$ cat config.mk
export PLATFORM = sky130hd
export DESIGN_NAME = if_id_stage
export DESIGN_NICKNAME = d
export VERILOG_FILES = /design/src/rtl/cpu_isa_pkg.sv /design/src/rtl/instr_field_decode.sv /design/src/rtl/if_id_stage.sv
export SDC_FILE = /design/constraint.sdc
export NUM_CORES = 1
export LEC_CHECK = 0
export CORE_ASPECT_RATIO = 1.75
export CORE_MARGIN = 4
export CORE_UTILIZATION = 42
export DETAILED_ROUTE_END_ITERATION = 10
export PLACE_DENSITY = 0.93
export SYNTH_ARGS = -nofsm -noshare
export SYNTH_HDL_FRONTEND = slang
export SYNTH_SLANG_ARGS = --single-unit
$ cat constraint.sdc
create_clock -name clk -period 2.6 [get_ports clk]
set_input_delay 0.52 -clock clk [delete_from_list [all_inputs] [get_ports clk]]
set_output_delay 0.52 -clock clk [all_outputs]
set_load 0.03 [all_outputs]
$ cat src/rtl/cpu_isa_pkg.sv
// Shared ISA definitions for the 16-bit CPU: field layout, type-A function codes,
// multiply/divide select encodings and the NOP word.
package cpu_isa_pkg;

   localparam int unsigned INSTR_W  = 16;
   localparam int unsigned OPCODE_W = 4;
   localparam int unsigned REG_W    = 4;
   localparam int unsigned FUNCT_W  = 4;
   localparam int unsigned MD_W     = 2;

   localparam int unsigned OPCODE_LSB = 12;
   localparam int unsigned RS_LSB     = 8;
   localparam int unsigned RT_LSB     = 4;
   localparam int unsigned FUNCT_LSB  = 0;

   localparam logic [OPCODE_W-1:0] OP_TYPE_A = 4'b1111;
   localparam logic [FUNCT_W-1:0]  FUNCT_MUL = 4'b0100;
   localparam logic [FUNCT_W-1:0]  FUNCT_DIV = 4'b0101;

   localparam logic [INSTR_W-1:0]  NOP_ENC   = 16'h0000;

   typedef enum logic [MD_W-1:0] {
      MD_NONE = 2'b00,
      MD_MUL  = 2'b01,
      MD_DIV  = 2'b10
   } multiDiv_e;

   // Instruction word overlay, MSB first: opcode | rs | rt | funct
   typedef struct packed {
      logic [OPCODE_W-1:0] opcode;
      logic [REG_W-1:0]    rs;
      logic [REG_W-1:0]    rt;
      logic [FUNCT_W-1:0]  funct;
   } instrFields_t;

   // Multiply/divide select; an empty slot never requests the MD unit
   function automatic multiDiv_e mdSelect(input logic [OPCODE_W-1:0] op,
                                          input logic [FUNCT_W-1:0]  fn,
                                          input logic                valid);
      multiDiv_e sel;
      sel = MD_NONE;
      if (valid && (op == OP_TYPE_A)) begin
         if (fn == FUNCT_MUL) begin
            sel = MD_MUL;
         end else if (fn == FUNCT_DIV) begin
            sel = MD_DIV;
         end
      end
      return sel;
   endfunction

endpackage

$ cat src/rtl/instr_field_decode.sv
// Combinational split of an instruction word into control/register-file fields.
// Shared by the IF/ID stage and the hazard unit.
module instr_field_decode
   import cpu_isa_pkg::*;
(
   input  logic [INSTR_W-1:0]  instr,
   input  logic                valid,
   output logic [OPCODE_W-1:0] opcode,
   output logic [MD_W-1:0]     multiDiv,
   output logic [REG_W-1:0]    rs,
   output logic [REG_W-1:0]    rt,
   output logic [FUNCT_W-1:0]  funct
);

   instrFields_t fields;

   assign fields   = instrFields_t'(instr);
   assign opcode   = fields.opcode;
   assign rs       = fields.rs;
   assign rt       = fields.rt;
   assign funct    = fields.funct;
   assign multiDiv = MD_W'(mdSelect(fields.opcode, fields.funct, valid));

endmodule

$ cat src/rtl/if_id_stage.sv
// Instruction fetch stage with IF/ID pipeline register: PC sequencing, redirect
// flush, hazard stall, memory wait-state bubbles and field decode of the held word.
module if_id_stage
   import cpu_isa_pkg::*;
#(
   parameter int unsigned           ADDR_W    = 16,
   parameter logic [ADDR_W-1:0]     RESET_PC  = '0,
   parameter logic [INSTR_W-1:0]    NOP_INSTR = NOP_ENC
)(
   input  logic                clk,
   input  logic                rst,
   output logic [ADDR_W-1:0]   imem_addr,
   output logic                imem_req,
   input  logic [INSTR_W-1:0]  imem_rdata,
   input  logic                imem_ready,
   input  logic                stall,
   input  logic                redirect,
   input  logic [ADDR_W-1:0]   redirect_pc,
   output logic                id_valid,
   output logic [INSTR_W-1:0]  id_instr,
   output logic [ADDR_W-1:0]   id_pc,
   output logic [ADDR_W-1:0]   id_pc_plus2,
   output logic [OPCODE_W-1:0] opcode,
   output logic [MD_W-1:0]     multi_div,
   output logic [REG_W-1:0]    rs,
   output logic [REG_W-1:0]    rt,
   output logic [FUNCT_W-1:0]  funct,
   output logic [15:0]         fetch_count
);

   localparam int unsigned CNT_W = 16;
   localparam logic [ADDR_W-1:0] INSTR_BYTES = ADDR_W'(2);
   localparam logic [ADDR_W-1:0] HALF_MASK   = ~ADDR_W'(1);

   logic [ADDR_W-1:0]  pcQ,       pcD;
   logic               validQ,    validD;
   logic [INSTR_W-1:0] instrQ,    instrD;
   logic [ADDR_W-1:0]  idPcQ,     idPcD;
   logic [CNT_W-1:0]   fetchCntQ, fetchCntD;

   // Next-state selection: redirect > stall > wait state > normal fetch
   always_comb begin
      pcD       = pcQ;
      validD    = validQ;
      instrD    = instrQ;
      idPcD     = idPcQ;
      fetchCntD = fetchCntQ;

      if (redirect) begin
         pcD    = redirect_pc & HALF_MASK;
         validD = 1'b0;
         instrD = NOP_INSTR;
      end else if (stall) begin
         pcD = pcQ;
      end else if (!imem_ready) begin
         validD = 1'b0;
         instrD = NOP_INSTR;
      end else begin
         instrD    = imem_rdata;
         idPcD     = pcQ;
         validD    = 1'b1;
         pcD       = pcQ + INSTR_BYTES;
         fetchCntD = fetchCntQ + CNT_W'(1);
      end
   end

   always_ff @(posedge clk) begin
      if (rst) begin
         pcQ       <= RESET_PC;
         validQ    <= 1'b0;
         instrQ    <= NOP_INSTR;
         idPcQ     <= RESET_PC;
         fetchCntQ <= '0;
      end else begin
         pcQ       <= pcD;
         validQ    <= validD;
         instrQ    <= instrD;
         idPcQ     <= idPcD;
         fetchCntQ <= fetchCntD;
      end
   end

   assign imem_addr   = pcQ;
   assign imem_req    = ~rst;
   assign id_valid    = validQ;
   assign id_instr    = instrQ;
   assign id_pc       = idPcQ;
   assign id_pc_plus2 = idPcQ + INSTR_BYTES;
   assign fetch_count = fetchCntQ;

   instr_field_decode uDecode (
      .instr    (instrQ),
      .valid    (validQ),
      .opcode   (opcode),
      .multiDiv (multi_div),
      .rs       (rs),
      .rt       (rt),
      .funct    (funct)
   );

endmodule

# Word level (Yosys, flattened, before mapping)

Index checks and enable logic that the tools add are counted.

Flip-flop bits (word level): 65
Output and inout port bits: 100
Logic and storage cells: 30

Add/subtract/negate cells: 3
Multiplexer cells: 8
Reductions and logical operators: 6
Bitwise gates (word level): 3
Equal/unequal tests: 4

Operator list:

| cell                  | number |
|---|---|
| $mux 16               | 4 |
| $add 16x2->16 const B | 2 |
| $add 16x1->16 const B | 1 |
| $eq 4x3->1 const B    | 2 |
| $mux 2                | 3 |
| $eq 4x4->1 const B    | 1 |
| $reduce_and 2->1      | 2 |
| $not 1->1             | 3 |
| $reduce_and 3->1      | 1 |
| $ne 2x1->1 const B    | 1 |
| $reduce_bool 2->1     | 1 |
| $reduce_or 2->1       | 1 |
| $logic_and 1x1->1     | 1 |
| $mux 1                | 1 |

# Longest topological paths before layout

Word-level depth: 4
Depth in mapped cells: 6
Mapped depth without buffers: 5

# Modules after synthesis

A second synthesis with hierarchy kept.

Cell total of the unflattened synthesis: 369
Area, all modules: 3057.9 um^2

Modules (own cells, without submodules):

| module             | times used | cells each | sequential area each (um^2) | area an instance (um^2) |
|---|---|---|---|---|
| if_id_stage        | 1          | 348        | 1261.2                      | 2906.5 |
| instr_field_decode | 1          | 21         | 0.0                         | 151.4 |

# Least setup slack after synthesis

No wires, ideal clock.

Path kind: reg-to-output
From: register idPcQ[3], in the netlist id_pc[3]
To: output id_pc_plus2[12]
Setup slack: 0.314 ns
Arrival: 1.766 ns
Stages on the path, launching flop included: 5
Required time: 2.080 ns
Buffers on the path: 0
Path through: dfxtp_1 and4_1 nand3_1 nor3_1 xor2_1

Longest elaborated chain between the ends: 1

RTL lines:

| item                   | RTL line          | text |
|---|---|---|
| from (decl)            | if_id_stage.sv:38 | `logic [ADDR_W-1:0] idPcQ, idPcD;` |
| from (signal assigned) | if_id_stage.sv:78 | `idPcQ <= idPcD;` |
| $add 16x2->16          | if_id_stage.sv:88 | `assign id_pc_plus2 = idPcQ + INSTR_BYTES;` |
| to (decl)              | if_id_stage.sv:22 | `output logic [ADDR_W-1:0] id_pc_plus2,` |

Every way passes these cells.

# Worst setup path in the final report

From: register idPcQ[6], in the netlist id_pc[6]
To: output id_pc_plus2[8]

Same word-level chain as after synthesis.

==> results.cfg <==
[min_path]
hp-class = reg -> reg
hp-start = id_pc[14]

[power]
clock_power_share_pct = 46.3
p_per_area_mw_per_mm2 = 547
power.switching_w = 0.000615
power_frac_comb_pct = 12.8
seqPwrFrac_pct = 40.9
p_int_w = 0.00190
p_leak_nw = 1.60
swShare_pct = 24.4
ir_drop_uv = 386
power_w = 0.00252

[critical_path]
rrSetupSlack_ps = 720
critical_path_class = reg -> out
startpoint = id_pc[6]
cpPeakStageDelay_ps = 680
cp.arrival_ps = 1980
crit_path_top_delay_cell = clkdlybuf4s50_1
r2r_start = fetch_count[6]
crit_family = buffers and inverters
end_kind = output pin
start_kind = register
crit_fanout = 5
cp.depth = 4
r2r_end = fetch_count[13]
ff2ff_path_depth = 4
worstPathCellList = and4_1, nand4_1, xnor2_1, clkdlybuf4s50_1
endpoint = id_pc_plus2[8]
path_buf_inv = 1
critPathRequiredTime_ps = 2080

[timing]
hold_viol = 0
tightest_slew_ps = 571
fmax_mhz = 400
rsz0062_at_grt = false
maxSlewHeadroom_pct = 61.9
whs_ps = 483
tns_ps = 0
slew_violations = 0
setup_violations = 0
finalClockSkew_ps = 8.12
period_needed_ps = 2500
period_share_pct = 96.1

[synthesis]
synthTopCellsByArea = dfxtp_1, xnor2_1, nand2_1
synth.avg_cell_area_sq_um = 8.23
synth_area_sq_mm = 0.00301
yosys.area.top_type = dfxtp_1
syn_inst = 366
synthFlopType = dfxtp_1
yosysTopAreaCellShare_pct = 41.9
synth.most_common_cell = dfxtp_1
synth-edff-count = 0
ys_async_sr_fraction_pct = 0
seq_area_frac_synth_pct = 41.9
ys_warn_count = 0
synthTopCellsByCount = dfxtp_1, nand2_1, nor2_1
synth-seq-cells = 63
synth.distinct_cells = 37

[route]
wire_per_inst_um = 15.0
first_iter_violations = 167
viasPerCell = 5.32
routed_wl_um = 8670
ant_nets = 0
firstDrtPassIters = 5
drc = 0
vias = 3065

[floorplan]
die_h_um = 120
die_w_um = 72.0
core_area_sq_mm = 0.00691
ioPinCount = 137
dieArea_sq_mm = 0.00865
rows = 40
start_util_pct = 43.6

[clocking]
cts_buffer_depth = 2
cts_setup_buffers = 0
clk_latency_ps = 330
root_buffer = clkbuf_16
h-tree-depth = 3
cts.sinks = 63
ctsResizeCount = 6
cts_inserted_buffers = 9
cts-hold-fix-buffers = 0
path_clk_slew_ps = 50
cts_tree = yes

[cells_and_area]
layout-drive-gt1-share_pct = 6.91
final_nets = 527
antenna_cells = 0
fin_cells = 576
final_util_pct = 66.7
synthToLayoutAreaGrowth_pct = 53.0
fill_cells = 567
multi_input_area_sq_mm = 0.00151
seqCellArea_sq_mm = 0.00126

[run]
cap_violations = 0

[grt]
antenna_found_initial = 0
grt_pass1_vias = 2972
grt_max_degree = 48
grt_overflow = 0
grtUsageTotal_pct = 20.2
grt_pass1_wl_um = 14000

[place]
gp_congestion = 0.805
io_buffers = 132
dp_cells = 560
dpl.hpwl_um = 6570

[status]
outcome = completed
## worst min-delay path by stage
stage | endpoint | cells past startpoint
6_report | id_pc[14] | 2
5_1_grt | id_pc[14] | 2
4_1_cts | id_pc[14] | 2
3_5_place_dp | id_pc[14] | 2
3_3_place_gp | id_pc[14] | 2
2_1_floorplan | id_pc[14] | 2
## worst min-delay path: cells and delay by family, from the launching register on
family | cells | cell delay, ps
AND/OR/NAND/NOR | 1 | 60
AO/OA/AOI/OAI | 1 | 50
flip-flops | 1 | 320
## area by class of cell
cell class | instances | share of cell area, %
clock buffer | 12 | 5.35
clock inverter | 4 | 0.977
timing repair buffer | 145 | 30.5
tap | 84 | 2.28
multi-input combinational | 258 | 32.8
sequential | 63 | 27.4
inverter | 10 | 0.814
## registers in the layout (all words and copies together) (netlist names)
name         flops
fetch_count     16
id_instr        16
id_pc           15
id_valid         1
imem_addr       15
## layer usage
metal  track usage [%]  share of wire (%)  up-vias
li1                  -                  -     1494
met3              7.21                8.0       17
met2              35.4                 52      124
met5                 0                  0        -
met1              21.6                 37     1430
met4              7.53                2.1        0
## layout by cell type, fill, tap and decap left out, types with 2 or more instances in the layout
cell             synthesis  routed
nor3_1                  10      10
ha_1                     3       3
a22oi_1                 16      16
dlygate4sd2_1            0       4
or3_1                    4       4
buf_4                   19      13
nor4_1                   8       8
dfxtp_1                 63      63
clkinv_2                 0       3
clkdlybuf4s50_1          0     125
clkbuf_16                0       9
clkbuf_1                16       2
nand3_1                 11      11
xor2_1                  10      10
nand4_1                 14      14
nand4b_1                 2       2
xnor2_1                 26      26
o21ai_0                  4       4
a211oi_1                11      11
inv_1                    9       9
a21oi_1                 24      24
conb_1                   1       3
nor2_1                  44      44
nand4bb_1                2       2
nand2_1                 50      50
and3_1                   3       3
and4_1                   2       2
## kinds of logic after synthesis
kind of cell               count (synthesis)  share of synthesized area, %
muxes                                      1                         0.374
and+or+nand+nor                          156                          25.1
buffers and inverters                     47                          8.26
other                                      1                         0.124
AOI/OAI and AO/OA                         59                          12.6
xor gates and xnor gates                  36                          10.5
adders and majority gates                  3                          1.25
DFF                                       63                          41.9
## stage by stage
step	cell area, sq um	setup slack [ps]
6_report	4610	101
5_1_grt	4610	13.3
4_1_cts	4610	64.8
3_5_place_dp	4330	53.8
3_3_place_gp	4330	111
2_1_floorplan	3020	314
## power groups by stage
stage | registers [W] | logic (W) | clock network [W]
finish | 0.00103 | 0.000322 | 0.00117
global route | 0.00104 | 0.000344 | 0.00122
CTS | 0.00103 | 0.000324 | 0.00118
detailed placement | 0.00105 | 0.000324 | 0
global placement | 0.00105 | 0.000317 | 0
floorplan | 0.00109 | 0.000129 | 0
Power figures use the tool's default switching activity.
